**src/rtl/vend_controller.sv**
```systemverilog
// Vending-machine controller: capped coin credit, priced item sale,
// and greedy single-coin change dispensing driven by one FSM.
module vend_controller #(
    parameter int NUM_ITEMS   = 4,
    parameter int CREDIT_W    = 8,
    parameter int BASE_PRICE  = 35,
    parameter int PRICE_STEP  = 10,
    parameter int MAX_CREDIT  = 195,
    parameter int VEND_CYCLES = 2
) (
    input  logic                 Clock,
    input  logic                 Reset,
    input  logic                 Quarters,
    input  logic                 Dimes,
    input  logic                 Nickles,
    input  logic [NUM_ITEMS-1:0] Buy,
    input  logic                 Refund,
    output logic [CREDIT_W-1:0]  Credit,
    output logic [NUM_ITEMS-1:0] Vending,
    output logic                 QuarterOut,
    output logic                 DimeOut,
    output logic                 NickelOut,
    output logic [3:0]           QuarterCnt,
    output logic [3:0]           DimeCnt,
    output logic [3:0]           NickelCnt,
    output logic                 CoinReject,
    output logic                 BuyDenied,
    output logic                 Busy
);

    localparam int SW = CREDIT_W + 1;
    localparam int VW = (VEND_CYCLES > 1) ? $clog2(VEND_CYCLES) : 1;

    typedef enum logic [1:0] {
        IDLE   = 2'd0,
        VEND   = 2'd1,
        CHANGE = 2'd2
    } state_t;

    state_t                state_q, state_d;
    logic [CREDIT_W-1:0]   credit_q, credit_d;
    logic [NUM_ITEMS-1:0]  vend_q, vend_d;
    logic                  qo_q, qo_d;
    logic                  do_q, do_d;
    logic                  no_q, no_d;
    logic [3:0]            qc_q, qc_d;
    logic [3:0]            dc_q, dc_d;
    logic [3:0]            nc_q, nc_d;
    logic                  rej_q, rej_d;
    logic                  den_q, den_d;
    logic [VW-1:0]         vcnt_q, vcnt_d;

    logic [SW-1:0]         coin_sum;
    logic [SW-1:0]         cap_sum;
    logic                  any_coin;
    logic [NUM_ITEMS-1:0]  sel_oh;
    logic [31:0]           sel_price;

    function automatic logic [3:0] sat_inc(input logic [3:0] c);
        return (c == 4'd15) ? c : c + 4'd1;
    endfunction

    always_comb begin
        coin_sum = (Quarters ? SW'(25) : SW'(0))
                 + (Dimes    ? SW'(10) : SW'(0))
                 + (Nickles  ? SW'(5)  : SW'(0));
        cap_sum  = {1'b0, credit_q} + coin_sum;
        any_coin = Quarters | Dimes | Nickles;
    end

    // Walk downward so the lowest asserted request wins.
    always_comb begin
        sel_oh    = '0;
        sel_price = '0;
        for (int i = NUM_ITEMS - 1; i >= 0; i--) begin
            if (Buy[i]) begin
                sel_oh    = '0;
                sel_oh[i] = 1'b1;
                sel_price = 32'(BASE_PRICE + i * PRICE_STEP);
            end
        end
    end

    always_comb begin
        state_d  = state_q;
        credit_d = credit_q;
        vend_d   = vend_q;
        qo_d     = 1'b0;
        do_d     = 1'b0;
        no_d     = 1'b0;
        qc_d     = qc_q;
        dc_d     = dc_q;
        nc_d     = nc_q;
        rej_d    = 1'b0;
        den_d    = 1'b0;
        vcnt_d   = vcnt_q;
        case (state_q)
            IDLE: begin
                if (|Buy) begin
                    rej_d = any_coin;
                    if (32'(credit_q) >= sel_price) begin
                        credit_d = credit_q - CREDIT_W'(sel_price);
                        vend_d   = sel_oh;
                        vcnt_d   = VW'(VEND_CYCLES - 1);
                        state_d  = VEND;
                    end else begin
                        den_d = 1'b1;
                    end
                end else if (Refund) begin
                    rej_d = any_coin;
                    if (credit_q != '0) begin
                        state_d = CHANGE;
                        qc_d    = '0;
                        dc_d    = '0;
                        nc_d    = '0;
                    end
                end else if (any_coin) begin
                    if (cap_sum <= SW'(MAX_CREDIT))
                        credit_d = cap_sum[CREDIT_W-1:0];
                    else
                        rej_d = 1'b1;
                end
            end
            VEND: begin
                rej_d = any_coin;
                if (vcnt_q == '0) begin
                    vend_d = '0;
                    if (credit_q != '0) begin
                        state_d = CHANGE;
                        qc_d    = '0;
                        dc_d    = '0;
                        nc_d    = '0;
                    end else begin
                        state_d = IDLE;
                    end
                end else begin
                    vcnt_d = vcnt_q - VW'(1);
                end
            end
            CHANGE: begin
                rej_d = any_coin;
                if (credit_q >= CREDIT_W'(25)) begin
                    credit_d = credit_q - CREDIT_W'(25);
                    qo_d     = 1'b1;
                    qc_d     = sat_inc(qc_q);
                end else if (credit_q >= CREDIT_W'(10)) begin
                    credit_d = credit_q - CREDIT_W'(10);
                    do_d     = 1'b1;
                    dc_d     = sat_inc(dc_q);
                end else if (credit_q >= CREDIT_W'(5)) begin
                    credit_d = credit_q - CREDIT_W'(5);
                    no_d     = 1'b1;
                    nc_d     = sat_inc(nc_q);
                end
                if (credit_d == '0)
                    state_d = IDLE;
            end
            default: state_d = IDLE;
        endcase
    end

    always_ff @(posedge Clock or posedge Reset) begin
        if (Reset) begin
            state_q  <= IDLE;
            credit_q <= '0;
            vend_q   <= '0;
            qo_q     <= 1'b0;
            do_q     <= 1'b0;
            no_q     <= 1'b0;
            qc_q     <= '0;
            dc_q     <= '0;
            nc_q     <= '0;
            rej_q    <= 1'b0;
            den_q    <= 1'b0;
            vcnt_q   <= '0;
        end else begin
            state_q  <= state_d;
            credit_q <= credit_d;
            vend_q   <= vend_d;
            qo_q     <= qo_d;
            do_q     <= do_d;
            no_q     <= no_d;
            qc_q     <= qc_d;
            dc_q     <= dc_d;
            nc_q     <= nc_d;
            rej_q    <= rej_d;
            den_q    <= den_d;
            vcnt_q   <= vcnt_d;
        end
    end

    assign Credit     = credit_q;
    assign Vending    = vend_q;
    assign QuarterOut = qo_q;
    assign DimeOut    = do_q;
    assign NickelOut  = no_q;
    assign QuarterCnt = qc_q;
    assign DimeCnt    = dc_q;
    assign NickelCnt  = nc_q;
    assign CoinReject = rej_q;
    assign BuyDenied  = den_q;
    assign Busy       = (state_q != IDLE);

endmodule
```
**config.mk**
```make
export PLATFORM = sky130hd
export DESIGN_NAME = vend_controller
export DESIGN_NICKNAME = d
export VERILOG_FILES = /design/src/rtl/vend_controller.sv
export SDC_FILE = /design/constraint.sdc
export NUM_CORES = 1
export LEC_CHECK = 0
export CELL_PAD_IN_SITES_DETAIL_PLACEMENT = 0
export CELL_PAD_IN_SITES_GLOBAL_PLACEMENT = 1
export CORE_UTILIZATION = 40
export DETAILED_ROUTE_END_ITERATION = 6
export GPL_ROUTABILITY_DRIVEN = 0
export PLACE_DENSITY = 0.79
export SYNTH_ARGS = -nofsm -noshare
export SYNTH_HDL_FRONTEND = slang
export SYNTH_SLANG_ARGS = --single-unit
```
**constraint.sdc**
```tcl
create_clock -name Clock -period 7.43 [get_ports Clock]
set_clock_uncertainty 0.05 [all_clocks]
set_input_delay 1.8575 -clock Clock [delete_from_list [all_inputs] [get_ports Clock]]
set_output_delay 1.8575 -clock Clock [all_outputs]
set_load 0.03 [all_outputs]
```
Word-level counts from Yosys, hierarchy flattened
Index checks and enable logic that the tools add are counted.
{ "word_totals": {"register_bits": 32, "latchBits": 0, "ramBits": 0, "rom_bits": 0, "out_inout_bits": 30, "elab_cells": 149, "n_memories": 0} }
{ "classes": {"n_addsub": 11, "mul": 0, "n_div": 0, "magnitude_cmp": 5, "eq_ne": 25, "shift": 0, "mux": 78, "bitwise_logic": 2, "reduce_logical": 16} }
{ "ops": {"columns": ["op", "count"], "rows": [
  ["4-bit two-way mux", 29],
  ["32-bit two-way mux", 3],
  ["8-bit two-way mux", 9],
  ["4-bit case mux with 3 select lines", 3],
  ["8-bit by 32-bit >= comparator with 1-bit output", 1],
  ["2-bit != test, second input constant", 14],
  ["1-bit two-way mux", 19],
  ["3-bit != test, second input constant", 6],
  ["8-bit case mux with 2 select lines", 1],
  ["2-bit two-way mux", 7],
  ["4-bit by 1-bit adder with 4-bit output, second input constant", 3],
  ["4-bit equality test, second input constant", 3],
  ["5-bit AND reduction", 2],
  ["8-bit by 7-bit adder with 9-bit output", 1],
  ["9-bit by 8-bit <= comparator with 1-bit output, second input constant", 1],
  ["8-bit by 3-bit >= comparator with 1-bit output, second input constant", 1],
  ["8-bit by 4-bit >= comparator with 1-bit output, second input constant", 1],
  ["8-bit by 5-bit >= comparator with 1-bit output, second input constant", 1],
  ["8-bit zero test", 1],
  ["4-bit case mux with 2 select lines", 1],
  ["8-bit AND reduction", 1],
  ["8-bit nonzero test", 1],
  ["8-bit by 3-bit subtractor with 8-bit output, second input constant", 1],
  ["8-bit by 4-bit subtractor with 8-bit output, second input constant", 1],
  ["other kinds (22)", 26]
]} }

Depth between registers and ports, before layout
Gate-level depths: netlist of run 1.
{ "logic_depth": {"ltp_word": 10, "ltp_mapped": 15, "ltp_nobuf": 13} }

Least setup slack after synthesis of run 1
No wires, ideal clock.
{ "synth_timing": {"kind": "input to register", "from": "in Quarters", "to": "reg credit_q[3], in the netlist Credit[3]", "arrival_ps": 4593, "required_ps": 7255, "slack_ps": 2662, "stages": 12, "path_buffers": 1, "cell_sequence": "fa_1 ha_1 fa_1 a21oi_1 o22ai_1 xor2_1 a41oi_1 a31oi_1 or2_1 clkbuf_1 nor2_4 mux2_2"} }
{ "synth_via": {"elab_chain_cells": 9} }
{ "synth_lines": {"columns": ["item", "line", "rtl"], "rows": [
  ["from (decl)", "13", "input logic Quarters,"],
  ["branches (longest 9 deep; another with 8-bit by 7-bit adder with 9-bit output)", null, null],
  ["to (signal assigned)", "178", "credit_q <= credit_d;"],
  ["to (decl)", "41", "logic [CREDIT_W-1:0] credit_q, credit_d;"]
]} }
Several ways; the timed one is not identified. The select of a mux whose other input is x is not followed.
A chain may end at the register's enable or synchronous reset.

Final worst setup path of run 1
Same ends and word-level chain as after synthesis.

==> Flow_metrics.wiki, run 1 <==
{| class="wikitable"
! Metric !! Value
|-
| Net Switching || about 910 uW
|-
| Outcome || completed
|-
| Register bit total from synthesis || 32
|-
| CTS hold repair buffers || 0
|-
| First-pass GRT wire length || about 13,000 um
|-
| Setup repair after global routing missed its margin || false
|-
| Most used flip-flop cell after synthesis || sky130_fd_sc_hd__dfrtp_1
|-
| Arrival @ worst endpoint || between 5 and 6 ns
|-
| Die footprint || between 8000 and 9000 sq um
|-
| Cell types with the highest counts after synthesis || 35 x sky130_fd_sc_hd__nand2_1, 33 x sky130_fd_sc_hd__nor2_1, 32 x sky130_fd_sc_hd__dfrtp_1, 30 x sky130_fd_sc_hd__ha_1, 20 x sky130_fd_sc_hd__a21oi_1
|-
| Antenna-violating nets left || 0
|-
| Detailed-route via count || roughly 2.8k
|-
| Hold Slack || 0.4614 ns
|-
| Maximum clock path buffer count || 2
|-
| Final-stage net count || 438
|-
| Net Sw Frac || 51.56%
|-
| Pin slew with the least headroom to its limit || approximately 1 ns
|-
| Count of clock tree sinks || 32
|-
| Diodes inserted || 0
|-
| HPWL reported at the end of detailed placement || roughly 6100 um
|-
| Fin util || between 40 and 50%
|-
| Number of max-cap violations || 0
|-
| Sequential Power Share || about a fifth
|-
| Area share of the largest cell type after synthesis || between 20% and 30%
|-
| Final number of hold-violating endpoints || 0
|-
| Number of instances in the synthesized netlist || ~360
|-
| Number of antenna violations at the first check in global routing || 0
|-
| Synth Cell Area || ~3100 sq um
|-
| Min Clock Period, post-route || 5.258 ns
|-
| Warnings from Yosys || 0
|-
| Register-to-Register Setup Slack || roughly 3.5 ns
|-
| Path depth of the worst reg2reg path || 10
|-
| Type of the tightest min-delay check || reg2reg
|-
| Cell-internal power || around 860 uW
|-
| Pin count of the biggest net entering global routing || 33
|-
| Total congestion overflow after global routing || 0
|-
| Comb power frac || 69.4%
|-
| Highest net fanout along the worst path || 6
|-
| Routed Wire Length || 8064 um
|-
| Yosys top cell by area || sky130_fd_sc_hd__dfrtp_1
|-
| Number of library cell types mapped by synthesis || 73
|-
| Via density || approximately 5.7
|-
| Leakage component of the power || 0.001576 uW
|-
| Hold depth || 2
|-
| Count leader, synth || sky130_fd_sc_hd__nand2_1
|-
| Number of enable flip-flop cells after synthesis || 0
|-
| Worst IR drop on VDD || between 0.2 and 0.25 mV
|-
| Final period util || 70.77%
|-
| Post CTS Setup Buffer Count || 0
|-
| Final setup TNS || 0 ns
|-
| Die outline width || between 90 and 100 um
|-
| Part of the total power dissipated in the clock network || under 10%
|-
| Min-Delay Startpoint || Vending[2]
|-
| Largest cells by area after synthesis || sky130_fd_sc_hd__dfrtp_1 25%, sky130_fd_sc_hd__ha_1 12%, sky130_fd_sc_hd__nand2_1 4.2%
|-
| Syn_area_per_cell || slightly below 9 sq um
|-
| Clock Root Buffer || sky130_fd_sc_hd__clkbuf_8
|-
| Max Clk Rate || approximately 190 MHz
|-
| Clock insertion delay at the later pin of the skew report || between 0.2 and 0.3 ns
|-
| Power density normalized to cell area || about 480 nW/um^2
|-
| DRC violations left || 0
|-
| Max H-tree Level || 2
|-
| Max Slew Vio Count || 0
|-
| Total of buffers placed on input and output ports || 39
|-
| Worst reg2reg endpoint || Credit[3]
|-
| CORE AREA || approximately 7400 sq um
|-
| Slew HR || around 33%
|-
| Quantity of gates resized following cts || 0
|-
| Setup CP Type || in2reg
|-
| Die height || 90.68 um
|-
| All-Layer GR Usage || between 20% and 30%
|-
| Endpoint kind of the worst setup timing path || flip-flop
|-
| Worst path setup slack after routing || approximately 2.2 ns
|-
| FF-to-FF Start || Credit[3]
|-
| Proportion of synthesized flip-flops having asynchronous set or reset || 100.0%
|-
| Startpoint kind of the worst setup timing path || input pin
|-
| Number of buffers inserted during clock tree synthesis || 5
|-
| Number of iterations in the first detailed-routing pass || 4
|-
| Clock tree from TritonCTS || built
|-
| Worst endpoint required time || roughly 7.6 ns
|-
| Starting density of the core || around 42%
|-
| Number of placed I/O pins || 40
|-
| Area growth from synthesis to final layout || 16.27%
|-
| WL per Instance || roughly 16 um
|-
| Count of standard-cell rows || 31
|-
| Number of setup violations in the final report || 0
|-
| Clock Pin Slew Worst Setup and Hold Paths || about 0.070 ns
|-
| Pre-CTS setup slack || around 1.9 ns
|-
| Syn nets || slightly above 400
|-
| Part of the Yosys area used for sequential elements || approximately a quarter
|-
| Hold worst-path end || Vending[2]
|-
| Vias in the first global route || roughly 2.6k
|-
| Drt initial violations || around 200
|-
| Share of layout cells above drive strength 1 || under 10%
|}
-- cells by family after synthesis --
logic type,Yosys count,share of synthesized area (%)
fa+ha+maj,34,14.48
compound gates,97,22.79
flops,32,25.46
mux,10,3.500
xor+xnor,13,3.620
buf+inv,33,6.006
simple gates,142,24.14
-- cells in the final DEF, fill, tap and decap left out, types with 4 or more instances in the layout --
cell type                         synthesis  routed
sky130_fd_sc_hd__nand3_1                 19      19
sky130_fd_sc_hd__a22o_1                   6       6
sky130_fd_sc_hd__a31oi_1                  5       5
sky130_fd_sc_hd__o211ai_1                 4       4
sky130_fd_sc_hd__mux2i_1                  5       5
sky130_fd_sc_hd__nor2_1                  33      33
sky130_fd_sc_hd__ha_1                    30      30
sky130_fd_sc_hd__mux2_2                   4       4
sky130_fd_sc_hd__nand4_1                  4       4
sky130_fd_sc_hd__xnor2_1                  5       5
sky130_fd_sc_hd__fa_1                     4       4
sky130_fd_sc_hd__a21o_1                   4       4
sky130_fd_sc_hd__dfrtp_1                 32      32
sky130_fd_sc_hd__nor2b_1                  5       5
sky130_fd_sc_hd__a21boi_0                 4       4
sky130_fd_sc_hd__nor3_1                  13      13
sky130_fd_sc_hd__a21oi_1                 20      20
sky130_fd_sc_hd__xor2_1                   8       8
sky130_fd_sc_hd__a211oi_1                 4       4
sky130_fd_sc_hd__and2_1                   4       4
sky130_fd_sc_hd__nand2_1                 35      35
sky130_fd_sc_hd__o21ai_0                 15      15
sky130_fd_sc_hd__inv_1                   19      19
sky130_fd_sc_hd__clkbuf_8                 5       5
sky130_fd_sc_hd__clkdlybuf4s50_1          0      39
-- metrics by stage --
step                      area [sq um]  cells  power [uW]
final                             3657    494        1773
after global routing              3657    494        1927
after CTS                         3657    494        1770
after detailed placement          3550    486        1597
after global placement            3550    486        1602
after floorplan                   3146    361        1296
-- how the worst max path moves through the flow --
| stage | from | slack, ns | to | cells past startpoint |
|---|---|---|---|---|
| CTS | Quarters | 2.19 | Credit[3] | 12 |
| global route | Buy[1] | 1.90 | Credit[4] | 14 |
| finish | Quarters | 2.17 | Credit[3] | 12 |
| global placement | Quarters | 1.96 | Credit[3] | 12 |
| floorplan | Quarters | 2.66 | Credit[3] | 12 |
| detailed placement | Quarters | 1.91 | Credit[3] | 12 |
-- state kept, by name, summed over array words and instances (netlist names) --
signal and count:
QuarterCnt 4, vcnt_q 1, NickelCnt 4, CoinReject 1, DimeOut 1, Credit 8
BuyDenied 1, state_q 2, NickelOut 1, Vending 4, DimeCnt 4, QuarterOut 1
-- per-layer routing --
metal	vias to the layer above	part of all wire [%]	routed length, um	track usage [%]
met1	1329	47	3811	27.86
met4	0	1.3	108	5.645
met3	10	4.8	388	3.704
met5	-	0	0	0
li1	1400	-	-	-
met2	76	47	3755	32.51
-- area by class of cell --
type	count	area (sq um)
Tap cell	99	123.9
Clock inverter	2	35.03
Timing Repair Buffer	40	397.9
Fill cell	707	3751
Inverter	19	71.32
Clock buffer	6	72.57
Sequential cell	32	800.8
Multi-Input combinational cell	296	2156
-- worst max-delay path, cell delays in order --
cell and delay [ns]:
sky130_fd_sc_hd__clkdlybuf4s50_1 0.51, sky130_fd_sc_hd__fa_1 0.46, sky130_fd_sc_hd__ha_1 0.24, sky130_fd_sc_hd__fa_1 0.48, sky130_fd_sc_hd__a21oi_1 0.18, sky130_fd_sc_hd__o22ai_1 0.11, sky130_fd_sc_hd__xor2_1 0.18, sky130_fd_sc_hd__a41oi_1 0.34
sky130_fd_sc_hd__a31oi_1 0.12, sky130_fd_sc_hd__or2_1 0.33, sky130_fd_sc_hd__nor2_4 0.21, sky130_fd_sc_hd__mux2_2 0.35
-- power by group through the flow --
| stage | registers (uW) | clock network, uW | logic (uW) |
|---|---|---|---|
| 2_1_floorplan | 386 | 0 | 910 |
| 3_3_place_gp | 381 | 0 | 1220 |
| 3_5_place_dp | 379 | 0 | 1220 |
| 5_1_grt | 389 | 177 | 1360 |
| 6_report | 377 | 167 | 1230 |
| 4_1_cts | 376 | 170 | 1220 |
(Power assumes the default switching activity.)
==> inputs of run 2 (changes only) <==
- CORE_UTILIZATION: 40 -> 39
- PLACE_DENSITY: 0.79 -> 0.8
- clock period: 7.43 -> 4.61 ns (I/O delays scaled with it)
==> run 2 against run 1 <==
Hold slack worse by 0.015 ns. Non-clock buffer count up 9. Die area up 2.5%. Cell area up 2.1%. Critical endpoint unchanged. Largest cell class unchanged.
==> Flow_metrics.wiki, run 2 (synthesized netlist as in run 1, its figures left out) <==
{| class="wikitable"
! Metric !! Value
|-
| Count of standard-cell rows || 32 (+3.2%)
|-
| All-Layer GR Usage || 19.59% (-0.72 points)
|-
| CORE AREA || 7767 sq um (+4.8%)
|-
| Die footprint || 8428 sq um (+2.5%)
|-
| Hold worst-path end || Vending[2]
|-
| Path depth of the worst reg2reg path || 11 (+1)
|-
| Cells along the critical path || clkdlybuf4s50_1 -> buf_4 -> fa_1 -> ha_1 -> nand3_1 -> a21boi_0 -> o221ai_1 -> a41oi_1 -> a31oi_1 -> or2_1 -> nor2_4 -> mux2_2
|-
| Final setup TNS || 0 ns (unchanged)
|-
| Commonest cells after routing, fill and taps aside || 39 x sky130_fd_sc_hd__clkdlybuf4s50_1, 35 x sky130_fd_sc_hd__nand2_1, 33 x sky130_fd_sc_hd__nor2_1, 32 x sky130_fd_sc_hd__dfrtp_1, 30 x sky130_fd_sc_hd__ha_1
|-
| Setup CP Type || in2reg
|-
| Power density normalized to cell area || 777.1 nW/um^2 (+60%)
|-
| Pin count of the biggest net entering global routing || 33 (unchanged)
|-
| Clock tree from TritonCTS || built
|-
| Total congestion overflow after global routing || 0 (unchanged)
|-
| Clock Root Buffer || sky130_fd_sc_hd__clkbuf_8
|-
| Area growth from synthesis to final layout || 18.66%
|-
| Share of layout cells above drive strength 1 || 10.64% (+2.3 points)
|-
| CTS hold repair buffers || 0 (unchanged)
|-
| Number of buffers inserted during clock tree synthesis || 5 (unchanged)
|-
| Min Clock Period, post-route || around 4.3 ns
|-
| Slew HR || 58.87% (+26 points)
|-
| Number of placed I/O pins || 40 (unchanged)
|-
| Count of clock tree sinks || 32 (unchanged)
|-
| Startpoint kind of the worst setup timing path || input pin
|-
| Total of buffers placed on input and output ports || 39 (unchanged)
|-
| Antenna-violating nets left || 0 (unchanged)
|-
| Final-stage net count || 447 (+2.1%)
|-
| Max H-tree Level || 2 (unchanged)
|-
| Routed Wire Length || 8048 um (-0.20%)
|-
| Quantity of gates resized following cts || 0 (unchanged)
|-
| Worst endpoint required time || 4.73 ns (-2.82 ns)
|-
| Vias in the first global route || 2,563 (-2.4%)
|-
| Pin slew with the least headroom to its limit || 0.6115 ns (-0.3919 ns)
|-
| Type of the tightest min-delay check || reg2reg
|-
| Final period util || ~94%
|-
| Max Clk Rate || 230.4 MHz
|-
| Die outline width || 91.81 um (+1.2%)
|-
| Number of buffer and inverter stages on the critical path || 2 (+1)
|-
| Clock Pin Slew Worst Setup and Hold Paths || 0.07 ns (about the same)
|-
| Outcome || completed
|-
| Slowest library cell on the worst path || sky130_fd_sc_hd__fa_1
|-
| Arrival @ worst endpoint || 4.46 ns (-0.92 ns)
|-
| Critical path's top delay family || compound AO/OA/AOI/OAI gates
|-
| Starting density of the core || 40.50% (-2.0 points)
|-
| Die height || 91.81 um (+1.2%)
|-
| Detailed-route via count || 2,827 (+0.43%)
|-
| Critical path's largest stage delay || 0.49 ns (-0.02 ns)
|-
| Final number of hold-violating endpoints || 0 (unchanged)
|-
| Number of iterations in the first detailed-routing pass || 4 (unchanged)
|-
| Number of cells after detailed placement || 498 (+2.5%)
|-
| Via density || 5.587 (-2.0%)
|-
| Number of antenna violations at the first check in global routing || 0 (unchanged)
|-
| Post CTS Setup Buffer Count || 0 (unchanged)
|-
| Worst reg2reg endpoint || Credit[3]
|-
| WL per Instance || 15.91 um (-2.6%)
|-
| Register-to-Register Setup Slack || 1.04 ns (-2.42 ns)
|-
| DRC violations left || 0 (unchanged)
|-
| Endpoint kind of the worst setup timing path || flip-flop
|-
| Hold depth || 2 (unchanged)
|-
| HPWL reported at the end of detailed placement || 6180 um (+2.1%)
|-
| FF-to-FF Start || Credit[0]
|-
| Setup repair after global routing missed its margin || false
|-
| Min-Delay Startpoint || Vending[2]
|-
| Diodes inserted || 0 (unchanged)
|-
| Number of flip-flops in the largest register || 8 (unchanged)
|-
| Final instance count without filler cells || 506 (+2.4%)
|-
| Most common cell after layout, fill and taps aside || sky130_fd_sc_hd__clkdlybuf4s50_1
|-
| Number of setup violations in the final report || 0 (unchanged)
|-
| Drt initial violations || 157 (-24%)
|-
| Number of max-cap violations || 0 (unchanged)
|-
| Maximum clock path buffer count || 2 (unchanged)
|-
| Clock insertion delay at the later pin of the skew report || 0.28 ns (about the same)
|-
| First-pass GRT wire length || 13,120 um (-2.3%)
|-
| Worst IR drop on VDD || 0.3153 mV (+33%)
|-
| Leakage component of the power || 0.001619 uW (+2.7%)
|-
| Max Slew Vio Count || 0 (unchanged)
|-
| Highest net fanout along the worst path || 5 (-1)
|}
==> run 2: cell count changes in the layout (fill, tap and decap cells not counted), sizes merged <==
| cell | previous run | this run |
|---|---|---|
| clkbuf | 6 | 5 |
| clkinvlp | 0 | 1 |
| buf | 1 | 10 |
==> run 2: how the worst max path moves through the flow <==
stage | endpoint | cells after the start | startpoint | slack [ns]
global route | Credit[5] | 12 | Nickles | 0.10
floorplan | Credit[3] | 12 | Quarters | 0.55
detailed placement | Credit[3] | 12 | Quarters | 0.002
CTS | Credit[3] | 12 | Quarters | 0.29
finish | Credit[3] | 12 | Quarters | 0.27
global placement | Credit[3] | 12 | Nickles | 0.11
==> run 2: layer usage <==
metal / track usage [%] / up-vias / share of wire, %
li1: - / 1409 / -
met1: 28.13 / 1339 / 48
met2: 31.77 / 73 / 47
met3: 2.653 / 6 / 4.1
met4: 3.385 / 0 / 0.84
met5: 0 / - / 0
==> run 2: final cells by class <==
| class | count | area [sq um] |
|---|---|---|
| fillers | 802 | 4035 |
| multi-input cells | 296 | 2156 |
| flip-flops and latches | 32 | 800.8 |
| repair buffers | 49 | 465.4 |
| well taps | 102 | 127.6 |
| inverters | 19 | 71.32 |
| clock buffers | 5 | 68.82 |
| clock inverters | 3 | 42.54 |
==> run 2: power breakdown <==
part,switching [uW],internal (uW),leakage (uW)
combinational,1180,893,0.00115
clock,115,160,0.0000541
sequential,174,374,0.000415
==> run 2: worst reg2reg max path: cells and delay by family (launching register included) <==
kind | cells | cell delay (ns)
compound gates | 4 | 0.71
xor+xnor | 1 | 0.17
fa+ha+maj | 3 | 1.20
flops | 1 | 0.56
mux | 1 | 0.36
simple gates | 2 | 0.43
==> run 2: metrics by stage <==
| stage | worst slack, ns | area, sq um | hold slack, ns | power [uW] | util, % |
|---|---|---|---|---|---|
| 6_report | 0.2688 | 3732 | 0.4468 | 2900 | 48.05 |
| 5_1_grt | 0.1024 | 3732 | 0.4813 | 3138 | 48.05 |
| 4_1_cts | 0.2942 | 3732 | 0.4513 | 2895 | 48.05 |
| 3_5_place_dp | 0.001785 | 3621 | 0.4260 | 2610 | 46.62 |
| 3_3_place_gp | 0.1092 | 3621 | 0.4380 | 2590 | 46.62 |
| 2_1_floorplan | 0.5474 | 3146 | 0.4620 | 2089 | - |
==> inputs of run 3 (changes only) <==
- GPL_TIMING_DRIVEN: default -> 1
==> results of run 3 <==
Final layout, timing and power as in run 2 (identical DEF).
